File: config.mk
export PLATFORM = sky130hd
export DESIGN_NAME = attn_phase_scheduler
export DESIGN_NICKNAME = d
export VERILOG_FILES = /design/src/rtl/attn_phase_scheduler.sv
export SDC_FILE = /design/constraint.sdc
export NUM_CORES = 1
export LEC_CHECK = 0
export BUFFER_PORTS_ARGS = -buffer_cell sky130_fd_sc_hd__buf_2
export CORE_MARGIN = 4
export CORE_UTILIZATION = 54
export CTS_CLUSTER_DIAMETER = 30
export DETAILED_ROUTE_END_ITERATION = 7
export PLACE_DENSITY = 0.9
export RECOVER_POWER = 25
export SLEW_MARGIN = 20
export SYNTH_ARGS = -nofsm -noshare
export SYNTH_HDL_FRONTEND = slang
export SYNTH_SLANG_ARGS = --single-unit
export TNS_END_PERCENT = 10
File: constraint.sdc
create_clock -name clk -period 3.9 [get_ports clk]
set_clock_uncertainty 0.05 [all_clocks]
set_input_delay 0.975 -clock clk [delete_from_list [all_inputs] [get_ports clk]]
set_output_delay 0.975 -clock clk [all_outputs]
set_load 0.005 [all_outputs]
File: src/rtl/attn_phase_scheduler.sv
// Per-token phase sequencer for the self-attention pipeline: QKV -> KV write
// -> QK score -> softmax -> attention multiply, with watchdog and run counters.
module attn_phase_scheduler #(
    parameter int SEQ_LEN        = 64,
    parameter int TIMEOUT_CYCLES = 4096,
    parameter int CNT_WIDTH      = 32
) (
    input  logic                       clk,
    input  logic                       rst,
    input  logic                       start,
    input  logic [$clog2(SEQ_LEN):0]   seq_len_cfg,
    output logic                       qkv_start,
    input  logic                       qkv_done,
    output logic                       kv_write_en,
    output logic [$clog2(SEQ_LEN)-1:0] kv_addr,
    output logic                       qk_start,
    input  logic                       qk_done,
    output logic                       softmax_start,
    input  logic                       softmax_done,
    output logic                       attn_start,
    input  logic                       attn_done,
    output logic [$clog2(SEQ_LEN)-1:0] token_idx,
    output logic                       busy,
    output logic                       done,
    output logic                       error,
    output logic [CNT_WIDTH-1:0]       cycle_count,
    output logic [2:0]                 state_dbg
);

    localparam int IW = $clog2(SEQ_LEN);
    localparam int LW = IW + 1;
    localparam int WW = $clog2(TIMEOUT_CYCLES) + 1;

    // The watchdog reaches TIMEOUT_CYCLES-1 on the edge that leaves for ERR.
    localparam logic [WW-1:0] WD_LAST = WW'(TIMEOUT_CYCLES - 2);
    localparam logic [LW-1:0] LEN_MAX = LW'(SEQ_LEN);

    typedef enum logic [2:0] {
        S_IDLE = 3'd0,
        S_QKV  = 3'd1,
        S_KVWR = 3'd2,
        S_QK   = 3'd3,
        S_SMAX = 3'd4,
        S_ATTN = 3'd5,
        S_NEXT = 3'd6,
        S_ERR  = 3'd7
    } state_t;

    state_t          state;
    state_t          state_nxt;
    logic [LW-1:0]   len_q;
    logic [IW-1:0]   tok_q;
    logic [WW-1:0]   wd_q;
    logic [CNT_WIDTH-1:0] cnt_q;
    logic            err_q;
    logic            done_q;

    logic            cfg_ok;
    logic            accept;
    logic            in_phase;
    logic            in_run;
    logic            armed;
    logic            phase_done;
    logic            wd_expire;
    logic            last_tok;

    assign cfg_ok    = (seq_len_cfg != '0) && (seq_len_cfg <= LEN_MAX);
    assign accept    = start && ((state == S_IDLE) || (state == S_ERR));
    assign in_phase  = (state == S_QKV) || (state == S_QK) ||
                       (state == S_SMAX) || (state == S_ATTN);
    assign in_run    = (state != S_IDLE) && (state != S_ERR);
    assign armed     = (wd_q != '0);
    assign wd_expire = (wd_q == WD_LAST);
    assign last_tok  = ({1'b0, tok_q} == (len_q - LW'(1)));

    // Only the done of the active phase is looked at; others are ignored.
    always_comb begin
        phase_done = 1'b0;
        case (state)
            S_QKV:   phase_done = qkv_done;
            S_QK:    phase_done = qk_done;
            S_SMAX:  phase_done = softmax_done;
            S_ATTN:  phase_done = attn_done;
            default: phase_done = 1'b0;
        endcase
    end

    always_ff @(posedge clk) begin
        if (rst) begin
            state <= S_IDLE;
        end else begin
            state <= state_nxt;
        end
    end

    always_comb begin
        state_nxt = state;
        case (state)
            S_IDLE, S_ERR: begin
                if (start) begin
                    state_nxt = cfg_ok ? S_QKV : S_ERR;
                end
            end
            S_QKV: begin
                if (armed && phase_done) begin
                    state_nxt = S_KVWR;
                end else if (wd_expire) begin
                    state_nxt = S_ERR;
                end
            end
            S_KVWR: state_nxt = S_QK;
            S_QK: begin
                if (armed && phase_done) begin
                    state_nxt = S_SMAX;
                end else if (wd_expire) begin
                    state_nxt = S_ERR;
                end
            end
            S_SMAX: begin
                if (armed && phase_done) begin
                    state_nxt = S_ATTN;
                end else if (wd_expire) begin
                    state_nxt = S_ERR;
                end
            end
            S_ATTN: begin
                if (armed && phase_done) begin
                    state_nxt = S_NEXT;
                end else if (wd_expire) begin
                    state_nxt = S_ERR;
                end
            end
            S_NEXT: state_nxt = last_tok ? S_IDLE : S_QKV;
            default: state_nxt = S_IDLE;
        endcase
    end

    always_ff @(posedge clk) begin
        if (rst) begin
            len_q  <= '0;
            tok_q  <= '0;
            wd_q   <= '0;
            cnt_q  <= '0;
            err_q  <= 1'b0;
            done_q <= 1'b0;
        end else begin
            done_q <= (state == S_NEXT) && last_tok;

            // Watchdog restarts on every state change, so wd_q==0 marks entry.
            if ((state_nxt != state) || !in_phase) begin
                wd_q <= '0;
            end else begin
                wd_q <= wd_q + WW'(1);
            end

            if (accept && cfg_ok) begin
                len_q <= seq_len_cfg;
                tok_q <= '0;
                cnt_q <= '0;
                err_q <= 1'b0;
            end else if (accept) begin
                err_q <= 1'b1;
            end else begin
                if (in_phase && (state_nxt == S_ERR)) begin
                    err_q <= 1'b1;
                end
                if (in_run && (cnt_q != '1)) begin
                    cnt_q <= cnt_q + CNT_WIDTH'(1);
                end
                if ((state == S_NEXT) && !last_tok) begin
                    tok_q <= tok_q + IW'(1);
                end
            end
        end
    end

    // Outputs decode registered state only, never the done inputs.
    always_comb begin
        qkv_start     = (state == S_QKV)  && (wd_q == '0);
        kv_write_en   = (state == S_KVWR);
        qk_start      = (state == S_QK)   && (wd_q == '0);
        softmax_start = (state == S_SMAX) && (wd_q == '0);
        attn_start    = (state == S_ATTN) && (wd_q == '0);
        kv_addr       = tok_q;
        token_idx     = tok_q;
        busy          = in_run;
        done          = done_q;
        error         = err_q;
        cycle_count   = cnt_q;
        state_dbg     = state;
    end

endmodule

==> flow_summary.toml <==
[sta]
fin_crit_ns = 2.90
grt_setup_unrepaired = "no"
sum_neg_setup_slack_ns = 0
fin_crit_sh = 0.744
finalSetupViolations = 0
timing.max_slew.rel_slack = 0.496
slew_viol_final = 0
maxClockFrequency_ghz = 0.344
holdWs_ns = 0.461
final_hold_violation_count = 0
worstMarginPinSlew_ns = 0.757

[cts]
cts-resized-gates = 0
numClockSinks = 63
cts_buffers = 9
clock_tree_root_driver_cell = "clkbuf_8"
clk_pin_slew_worst_paths_ns = 0.08
worst_skew_pair.late_latency_ns = 0.34
postCtsSetupRepairBufs = 0
cts_tree = "yes"
clockBufferDepth = 2
clock_tree.htree_level_count = 3
hold_buffers = 0

[floorplan]
core-area_um2 = 5960
chipHeight_um = 86.5
row_count = 28
io_pins = 69
initial_utilization = 0.559
design.die.area_um2 = 7490
dieWidth_um = 86.5

[synthesis]
synth.ff_latch_count = 63
number_of_enable_type_register_cells_in_the_synthesized_netlist = 0
post_synth_main_area_contributors = "dfxtp_1 (38%), xor2_1 (7.1%), xnor2_1 (6.6%)"
synth.avg_cell_area_um2 = 8.37
yosysWarningCount = 0
synthesis.instances = 398
netlist_area_um2 = 3330
synth_top_flop_cell = "dfxtp_1"
post-synth-top-area-fraction = 0.379
synth_fp_nets = 418
seq_area_frac_synth = 0.379
yosys.cell_types.count = 54
async_reset_ff_frac = 0
synth_top_area_cell = "dfxtp_1"

[setup_path]
worst-endpoint-required_ns = 4.04
r2r_end = "wd_q[1]$_SDFF_PP0_"
worst_reg2reg_path_length_in_cells = 9
crit_end = "wd_q[5]$_SDFF_PP0_"
critical_path_cell_count = 8
critPathBufInv = 2
setup.reg_to_reg.worst_slack_ns = 1.19
timing.critical_path.from_type = "primary input"
worstPathMaxFanout = 13
worst-setup-path-type = "in2reg"
largest_delay_share_family_worst_path = "simple AND/OR/NAND/NOR gates"
source_of_the_worst_register_to_register_timing_path = "len_q[0]$_SDFFE_PP0P_"
crit_path_top_delay_cell = "or4_4"
crit_path_cell_trace = "buf_2 -> or4_4 -> nor3_4 -> mux2i_1 -> a21boi_0 -> o41ai_1 -> buf_4 -> nor4_1"
cp_data_arrival_time_ns = 3.04
timing.critical_path.slowest_cell_delay_ns = 0.55
critical_path.startpoint = "seq_len_cfg[2]"
timing.critical_path.to_type = "flip-flop"

[detailed_routing]
vias = 3096
met2_length_mm = 3.84
m1WireLength_mm = 3.37
routed_via_density = 5.77
drc = 0
drtPass1Iterations = 6
drt_wl_total_mm = 7.83
detailedRoute.firstIterationViolations = 290
route.antenna.remaining_nets = 0
dr_wl_met3_um = 467
route.detailed.wl_per_inst_um = 14.6
highest-signal-layer = "met4"

[finish]
finish.net_count = 477
post_layout_nonfiller_instances = 537
area_growth_syn_to_layout_pct = 16.8
final_layout_size_suffix_gt1_frac = 0.171
n_fill_cell = 495
fin_area_um2 = 3890
antenna_cells = 0

[hold_path]
min-delay-path-class = "reg2reg"

[place]
gp_routability_congestion = 0.881
io_buffers = 68
place_area_um2 = 3680
placed_cells = 521
detailedPlacementHpwl_mm = 5.63

[global_routing]
grt.overflow.total = 0
grt_max_degree = 40
global_route_wire_length_before_repair_mm = 12.7
number_of_global_route_vias_before_repair = 2772
antenna_found_initial = 0
grt.total_usage = 0.211

[power_and_ir_drop]
leakagePower_nw = 1.49
irDropWorstVdd_v = 0.000303
finalPower_mw = 1.70
power_density_nw_per_um2 = 438

[outcome]
status = "finished, final reports clean"

[job]
max-cap-violations = 0
through the flow:
stage / setup WS, ns / util
after floorplan: 0.773 / -
after global placement: 0.893 / 0.618
after detailed placement: 0.733 / 0.618
after CTS: 0.984 / 0.655
after global routing: 0.823 / 0.653
final: 0.997 / 0.653
layout by cell type, fill, tap and decap left out, types with 3 or more instances in the layout:
| cell type | n |
|---|---|
| and3_1 | 6 |
| o21ai_0 | 8 |
| nor2b_1 | 5 |
| nand3_1 | 20 |
| or3_1 | 4 |
| o22ai_1 | 4 |
| clkbuf_1 | 16 |
| a2111oi_0 | 3 |
| and2_1 | 4 |
| buf_4 | 5 |
| nand2_1 | 28 |
| nand4_1 | 9 |
| nor4b_1 | 4 |
| clkbuf_8 | 10 |
| nor3_1 | 18 |
| a211oi_1 | 3 |
| mux2i_1 | 11 |
| and4_1 | 3 |
| xnor2_1 | 25 |
| nor4_1 | 14 |
| nand2b_1 | 3 |
| buf_2 | 53 |
| nor2_1 | 51 |
| xor2_1 | 27 |
| dfxtp_1 | 63 |
| a21oi_1 | 13 |
| ha_1 | 6 |
| inv_1 | 10 |
worst min path at each step:
stage / startpoint / end / depth (start not counted)
2_1_floorplan: wd_q[0]$_SDFF_PP0_ / wd_q[0]$_SDFF_PP0_ / 1
3_3_place_gp: cycle_count[23]$_SDFFE_PP0P_ / cycle_count[23]$_SDFFE_PP0P_ / 2
3_5_place_dp: wd_q[0]$_SDFF_PP0_ / wd_q[0]$_SDFF_PP0_ / 1
4_1_cts: wd_q[0]$_SDFF_PP0_ / wd_q[0]$_SDFF_PP0_ / 1
5_1_grt: wd_q[0]$_SDFF_PP0_ / wd_q[0]$_SDFF_PP0_ / 1
6_report: cycle_count[23]$_SDFFE_PP0P_ / cycle_count[23]$_SDFFE_PP0P_ / 2
worst min-delay path, stage by stage, from the launching register on:
cell	delay, ns
dfxtp_1	0.33
o21ai_0	0.08
a21oi_1	0.06
power breakdown:
| group | total, mW | switching, mW | internal (mW) |
|---|---|---|---|
| registers | 0.733 | 0.0592 | 0.673 |
| clock network | 0.638 | 0.260 | 0.378 |
| logic | 0.334 | 0.199 | 0.135 |
state kept, by name, summed over array words and instances, names as in the netlist:
signal / flops
kv_addr: 6
wd_q: 13
done: 1
len_q: 7
state_dbg: 3
cycle_count: 32
error: 1
logic make-up (layout without fill, tap and decap cells):
group | count (synthesis) | in the layout | share of synthesized area
flops | 63 | 63 | 0.379
xor+xnor | 52 | 52 | 0.137
simple gates | 184 | 184 | 0.290
mux | 11 | 11 | 0.0331
buf+inv | 35 | 99 | 0.0485
compound gates | 47 | 47 | 0.0905
fa+ha+maj | 6 | 6 | 0.0225
area by class of cell:
class | count | area (um^2) | share of cell area
clock buffer | 11 | 141 | 0.0364
clock inverter | 5 | 81.3 | 0.0209
inverter | 10 | 37.5 | 0.00965
multi-input combinational | 300 | 1910 | 0.492
sequential | 63 | 1260 | 0.324
tap | 75 | 93.8 | 0.0241
timing repair buffer | 73 | 359 | 0.0923
routing by layer:
metal  vias up  GRT usage
li1       1517          -
met3        16     0.0390
met5         -          0
met1      1451      0.273
met2       112      0.345
met4         0     0.0892
synthesized netlist by cell type, drive strengths merged (2+ instances only):
cell,count
a2111oi,3
a211oi,3
a21boi,2
a21oi,13
a22oi,2
a31oi,3
and2,4
and3,6
and3b,2
and4,3
buf,8
clkbuf,17
dfxtp,63
ha,6
inv,10
mux2i,11
nand2,28
nand2b,3
nand3,20
nand3b,2
nand4,9
nor2,51
nor2b,5
nor3,19
nor4,15
nor4b,4
o21ai,8
o22ai,4
or2,2
or3,4
or3b,2
or4,2
xnor2,25
xor2,27
(Power assumes the default switching activity.)
